## src/rtl/eth_pkg.sv

```systemverilog
// eth_pkg: Ethernet TX constants and transmitter state type
package eth_pkg;
  localparam logic [7:0] ETH_PREAMBLE = 8'h55;
  localparam logic [7:0] ETH_SFD = 8'hD5;
  localparam logic [31:0] ETH_CRC_POLY = 32'hEDB88320;
  localparam logic [31:0] ETH_CRC_INIT = 32'hFFFFFFFF;
  localparam logic [31:0] ETH_CRC_RESIDUE = 32'hDEBB20E3;
  localparam int ETH_MIN_LEN = 60;
  localparam int ETH_PRE_LEN = 7;
  typedef enum logic [2:0] {IDLE, PRE, SFD, DATA, PAD, FCS, IFG} eth_tx_state_t;
endpackage

```

## src/rtl/eth_crc32.sv

```systemverilog
// eth_crc32: reflected CRC-32 advanced over W input bits, LSB first (crc_in, d -> crc_out)
module eth_crc32
  import eth_pkg::*;
#(
  parameter int W = 4
) (
  input  logic [31:0]  crc_in,
  input  logic [W-1:0] d,
  output logic [31:0]  crc_out
);
  always_comb begin
    crc_out = crc_in;
    for (int i = 0; i < W; i++) crc_out = (crc_out >> 1) ^ ((crc_out[0] ^ d[i]) ? ETH_CRC_POLY : 32'h0);
  end
endmodule

```

## src/rtl/eth_frame_tx.sv

```systemverilog
// eth_frame_tx: frame RAM to MII-family serialiser with preamble, padding, FCS and IFG (start/frame_len in, mem_addr/mem_data RAM port, tx_data/tx_en PHY out, busy/done status)
module eth_frame_tx
  import eth_pkg::*;
#(
  parameter int TX_W = 4,
  parameter int ADDR_W = 11,
  parameter int MAX_LEN = 1514,
  parameter int IFG_BYTES = 12
) (
  input  logic              clk,
  input  logic              rst,
  input  logic              start,
  input  logic [ADDR_W-1:0] frame_len,
  output logic              busy,
  output logic              done,
  output logic [ADDR_W-1:0] mem_addr,
  input  logic [7:0]        mem_data,
  output logic [TX_W-1:0]   tx_data,
  output logic              tx_en
);
  localparam int CPB = 8 / TX_W;
  localparam int PW = CPB > 1 ? $clog2(CPB) : 1;
  localparam int CW = ADDR_W + 1;
  localparam logic [PW-1:0] PH_LAST = PW'(CPB - 1);
  localparam logic [CW-1:0] LEAD = CPB == 1 ? CW'(1) : CW'(0);
  localparam logic [CW-1:0] MAX_L = CW'(MAX_LEN);
  localparam logic [CW-1:0] MIN_L = CW'(ETH_MIN_LEN);
  localparam logic [CW-1:0] PRE_LAST = CW'(ETH_PRE_LEN - 1);
  localparam logic [CW-1:0] IFG_LAST = CW'(IFG_BYTES * CPB - 2);
  eth_tx_state_t state_q, state_d;
  logic [PW-1:0] ph_q, ph_d;
  logic [CW-1:0] cnt_q, cnt_d, len_q, len_d, pad_q, pad_d, len_in;
  logic [ADDR_W-1:0] addr_q, addr_d;
  logic [7:0] sh_q, sh_d;
  logic [31:0] crc_q, crc_d, crc_nx;
  logic done_q, done_d, last;
  function automatic logic [ADDR_W-1:0] cap(input logic [CW-1:0] t, input logic [CW-1:0] l);
    return ADDR_W'(t > l ? l : t);
  endfunction
  eth_crc32 #(.W(TX_W)) u_crc (.crc_in(crc_q), .d(sh_q[TX_W-1:0]), .crc_out(crc_nx));
  assign last = ph_q == PH_LAST;
  assign len_in = {1'b0, frame_len} > MAX_L ? MAX_L : {1'b0, frame_len};
  assign tx_en = state_q inside {PRE, SFD, DATA, PAD, FCS};
  assign tx_data = tx_en ? sh_q[TX_W-1:0] : '0;
  assign busy = state_q != IDLE;
  assign done = done_q;
  assign mem_addr = addr_q;
  // The RAM address for byte k+1 is issued on entry to byte k; at one cycle
  // per byte it is issued one byte earlier so read latency still fits.
  // The IFG state is one cycle short because the done/accept cycle is idle too.
  always_comb begin
    state_d = state_q;
    ph_d = last ? '0 : ph_q + 1'b1;
    cnt_d = cnt_q;
    len_d = len_q;
    pad_d = pad_q;
    addr_d = addr_q;
    sh_d = sh_q >> TX_W;
    crc_d = crc_q;
    done_d = 1'b0;
    case (state_q)
      IDLE: begin
        ph_d = '0;
        if (start && frame_len != '0) begin
          state_d = PRE;
          len_d = len_in;
          pad_d = len_in < MIN_L ? MIN_L : len_in;
          sh_d = ETH_PREAMBLE;
          cnt_d = '0;
        end
      end
      PRE: if (last) begin
        sh_d = ETH_PREAMBLE;
        cnt_d = cnt_q + 1'b1;
        if (cnt_q == PRE_LAST) begin
          state_d = SFD;
          sh_d = ETH_SFD;
          cnt_d = '0;
          addr_d = ADDR_W'(LEAD);
        end
      end
      SFD: begin
        crc_d = ETH_CRC_INIT;
        if (last) begin
          state_d = DATA;
          sh_d = mem_data;
          cnt_d = '0;
          addr_d = cap(CW'(1) + LEAD, len_q);
        end
      end
      DATA: begin
        crc_d = crc_nx;
        if (last) begin
          if (cnt_q == len_q - 1'b1) begin
            state_d = len_q == pad_q ? FCS : PAD;
            sh_d = len_q == pad_q ? ~crc_nx[7:0] : 8'h00;
            cnt_d = len_q == pad_q ? '0 : len_q;
          end else begin
            sh_d = mem_data;
            cnt_d = cnt_q + 1'b1;
            addr_d = cap(cnt_q + CW'(2) + LEAD, len_q);
          end
        end
      end
      PAD: begin
        crc_d = crc_nx;
        if (last) begin
          sh_d = 8'h00;
          cnt_d = cnt_q + 1'b1;
          if (cnt_q == pad_q - 1'b1) begin
            state_d = FCS;
            sh_d = ~crc_nx[7:0];
            cnt_d = '0;
          end
        end
      end
      FCS: if (last) begin
        sh_d = 8'(~crc_q >> {cnt_q[1:0] + 2'd1, 3'b000});
        cnt_d = cnt_q + 1'b1;
        if (cnt_q == CW'(3)) begin
          state_d = IFG;
          sh_d = 8'h00;
          cnt_d = '0;
        end
      end
      IFG: begin
        ph_d = '0;
        sh_d = 8'h00;
        cnt_d = cnt_q + 1'b1;
        if (cnt_q == IFG_LAST) begin
          state_d = IDLE;
          done_d = 1'b1;
          addr_d = '0;
        end
      end
      default: state_d = IDLE;
    endcase
  end
  always_ff @(posedge clk) begin
    if (rst) begin
      state_q <= IDLE;
      ph_q <= '0;
      cnt_q <= '0;
      len_q <= '0;
      pad_q <= '0;
      addr_q <= '0;
      sh_q <= '0;
      crc_q <= ETH_CRC_INIT;
      done_q <= 1'b0;
    end else begin
      state_q <= state_d;
      ph_q <= ph_d;
      cnt_q <= cnt_d;
      len_q <= len_d;
      pad_q <= pad_d;
      addr_q <= addr_d;
      sh_q <= sh_d;
      crc_q <= crc_d;
      done_q <= done_d;
    end
  end
endmodule

```

## config.mk

```make
export PLATFORM = sky130hd
export DESIGN_NAME = eth_frame_tx
export DESIGN_NICKNAME = d
export VERILOG_FILES = /design/src/rtl/eth_pkg.sv /design/src/rtl/eth_crc32.sv /design/src/rtl/eth_frame_tx.sv
export SDC_FILE = /design/constraint.sdc
export NUM_CORES = 1
export LEC_CHECK = 0
export CORE_MARGIN = 5
export CORE_UTILIZATION = 40
export DETAILED_ROUTE_END_ITERATION = 16
export PLACE_DENSITY_LB_ADDON = 0.08
export SYNTH_ARGS = -nofsm -noshare
export SYNTH_HDL_FRONTEND = slang
export SYNTH_SLANG_ARGS = --single-unit
```

## constraint.sdc

```tcl
create_clock -name clk -period 3 [get_ports clk]
set_input_delay 0.6 -clock clk [delete_from_list [all_inputs] [get_ports clk]]
set_output_delay 0.6 -clock clk [all_outputs]
set_load 0.02 [all_outputs]
```

==> flow_metrics.py <==
metrics = {
    "cts": {
        "cts_buffer_depth": 2,
        "cts_sinks": 90,
        "numCtsBuffers": 9,
        "cts_hold_buf": 0,
        "clock-root-buffer": "clkbuf_16",
        "clk_pin_slew_ns": 0.07,
        "clk_latency_ns": 0.35,
        "htree_num_levels": 3,
        "cts_tree": "yes",
    },
    "final_layout": {
        "num_antenna_cells": 0,
        "drive_gt1_share_pct": 18.3,
        "fin_cells": 1052,
        "final_nets": 869,
        "syn_to_final_growth_pct": 18.4,
    },
    "placement": {
        "dp_hpwl_um": 15200,
        "placed_cells": 1033,
        "place.port_buffers": 39,
        "gp_congestion": 0.875,
    },
    "synth": {
        "yosysUniqueCellTypes": 81,
        "synth_top_family_by_area": "simple AND/OR/NAND/NOR gates",
        "yosys_warnings": 0,
        "muxShareOfSynthArea_pct": 4.90,
        "ys_ff_latch": 90,
        "synthesis.nets": 815,
        "yosys.area.top_type": "dfxtp_1",
        "synth-main-ff-cell": "dfxtp_1",
        "synth_simple_gate_area_share_pct": 24.5,
        "postSynthAreaPerCell_um2": 8.19,
        "synth_compound_area_share_pct": 19.8,
        "synth-edff-count": 0,
        "postSynthCellCount": 777,
        "synth_top_area_share_pct": 28.3,
        "synthArstFlopShare_pct": 0,
        "synth_xor_area_share_pct": 12.5,
        "ys_top_cells_by_area": "dfxtp_1, xnor2_1, nand2_1, a21oi_1, nor2_1",
        "yosysSeqAreaShare_pct": 28.3,
        "synth_area_mm2": 0.00636,
        "synth_fa_ha_area_share_pct": 3.15,
    },
    "run_status": {
        "status": "finished, final reports clean",
    },
    "sta": {
        "period_needed_ns": 2.85,
        "clock_skew_ns": 0.00564,
        "setup_viol": 0,
        "relSlewSlack_pct": 33.4,
        "hold_slack_ns": 0.482,
        "hold_viol": 0,
        "maxSlewViolCount": 0,
        "fin_crit_sh_pct": 94.9,
        "worst_pin_slew_ns": 0.992,
        "fmax_mhz": 351,
        "fin_tns_setup_ns": 0,
    },
    "critical_path": {
        "endpoint": "mem_addr[2]$_SDFFE_PP0P_",
        "cp-end-kind": "flop",
        "worst_setup_path_startpoint": "cnt_q[5]$_SDFFE_PP0P_",
        "reg2regPathDepth": 13,
        "worstPathArrival_ns": 3.09,
        "cp-start-kind": "flop",
        "r2r_end": "mem_addr[2]$_SDFFE_PP0P_",
        "critical_path_class": "reg2reg",
        "r2r_start": "cnt_q[5]$_SDFFE_PP0P_",
        "crit_required_ns": 3.24,
        "critPathMaxFanout": 4,
        "reg2reg_slack_ns": 0.15,
    },
    "global_route": {
        "grt.overflow.total": 0,
        "antenna_found_initial": 0,
        "grtUsageTotal_pct": 21.4,
        "grt_max_degree": 32,
        "grt_pass1_vias": 5793,
        "grt_pass1_wl_um": 31300,
    },
    "hold_path": {
        "hp-class": "reg2reg",
        "hold_start": "sh_q[5]$_SDFF_PP0_",
    },
    "power": {
        "p_int_mw": 3.15,
        "power_switching_mw": 2.18,
        "p_leak_nw": 2.71,
        "p_sw_share_pct": 40.9,
        "power.share.sequential_pct": 29.5,
        "vdd.ir_drop.worst_uv": 306,
        "clock_power_share_pct": 23.8,
        "power_density_mw_per_mm2": 708,
        "p_comb_share_pct": 46.6,
    },
    "floorplan": {
        "die_w_um": 136,
        "initial_core_util_pct": 40.4,
        "ioPinCount": 40,
        "die_h_um": 136,
        "coreArea_mm2": 0.0158,
        "rows": 46,
        "dieArea_mm2": 0.0185,
    },
    "routing": {
        "wirelength_um": 19600,
        "postRouteAntennaNets": 0,
        "drcViolationCount": 0,
        "via_per_inst": 5.64,
        "drt_iter0_markers": 409,
        "vias": 5933,
        "wl_per_cell_um": 18.7,
        "detail_route.first_pass.iterations": 6,
    },
    "job": {
        "drv_cap": 0,
    },
}
## metal layers
| layer | track usage, % | part of all wire, % | wire length (um) |
|---|---|---|---|
| met1 | 26.6 | 42 | 8340 |
| met2 | 37.5 | 50 | 9860 |
| met3 | 2.59 | 4.3 | 852 |
| met4 | 8.68 | 3.0 | 585 |
| met5 | 0 | 0 | 0 |
## cell usage in the layout (no fill, tap or decap), types with 25 or more instances in the layout
cell	synthesis	routed
o21ai_0	39	38
inv_1	26	26
xnor2_1	64	63
nor2_1	62	59
buf_4	4	58
a21oi_1	54	54
xor2_1	25	25
dfxtp_1	90	86
clkdlybuf4s50_1	0	38
nand2_1	80	78
## Yosys cell counts (7+ instances only)
library cell  count
buf_2            12
clkbuf_1         24
nor3_1           26
ha_1             16
a21oi_1          54
nor2b_1           8
inv_1            26
nand2_1          80
nand3_1          19
o21ai_0          39
dfxtp_1          90
a31oi_1           7
a211oi_1          9
a22oi_1          16
nor2_1           62
or2_2            11
nand2b_1          9
buf_6            13
nand3b_1         21
o211ai_1          7
xnor2_1          64
xor2_1           25
nand4_1          10
mux4_2            8
mux2_2            9
## final cells by class
cell class / instances / area, um^2
fill: 1591 / 8240
multi-input combinational: 604 / 4170
sequential: 90 / 1810
timing repair buffer: 100 / 857
tap: 216 / 270
clock buffer: 9 / 225
clock inverter: 7 / 101
inverter: 26 / 97.6
## power by group through the flow
stage	combinational, mW	sequential [mW]	clock (mW)
after floorplan	1.84	1.48	0
after global placement	2.40	1.60	0
after detailed placement	2.43	1.60	0
after CTS	2.44	1.57	1.30
after global routing	2.72	1.59	1.34
final	2.49	1.58	1.27
## worst min-delay path by stage
stage,depth (start not counted),slack [ns],to
4_1_cts,2,0.49,sh_q[1]$_SDFF_PP0_
3_3_place_gp,2,0.47,sh_q[3]$_SDFF_PP0_
6_report,2,0.48,sh_q[1]$_SDFF_PP0_
3_5_place_dp,2,0.48,sh_q[1]$_SDFF_PP0_
2_1_floorplan,2,0.45,sh_q[3]$_SDFF_PP0_
5_1_grt,2,0.51,mem_addr[1]$_SDFFE_PP0P_
## through the flow
stage	total power, mW	setup slack [ns]	utilization (%)	area, um^2
2_1_floorplan	3.33	0.0936	-	6360
3_3_place_gp	3.99	0.127	45.2	7120
3_5_place_dp	4.03	0.0219	45.2	7120
4_1_cts	5.31	0.0383	47.2	7450
5_1_grt	5.66	-0.0525	47.8	7530
6_report	5.34	0.153	47.8	7530
## state kept, by name (all words and copies together), names as in the netlist
signal	cells
cnt_q	12
done	1
last	1
sh_q	8
state_q	3
crc_q	32
mem_addr	11
len_q	11
pad_q	11
## what timing repair did
item / CTS / global route
buffers inserted: 0 / 2
endpoints found under the setup margin: 0 / 31
resized for setup: 0 / 21
## cell families after synthesis
logic type                 Yosys count
DFF                                 90
muxes                               20
buffers and inverters               83
xor gates and xnor gates            90
adders and majority gates           16
and+or+nand+nor                    288
AOI/OAI and AO/OA                  190
## worst max-delay path, cell delays in order (launching register included)
cell and delay [ns]:
dfxtp_1 0.38, nand4_1 0.24, nor3_2 0.19, xor2_1 0.24, ha_1 0.28, nand2_1 0.08, nor2_2 0.06, a211oi_2 0.21
a31oi_1 0.13, nor2_2 0.18, buf_2 0.20, mux2_2 0.34, a22oi_1 0.16, nor2_1 0.06
Power figures use the tool's default switching activity.
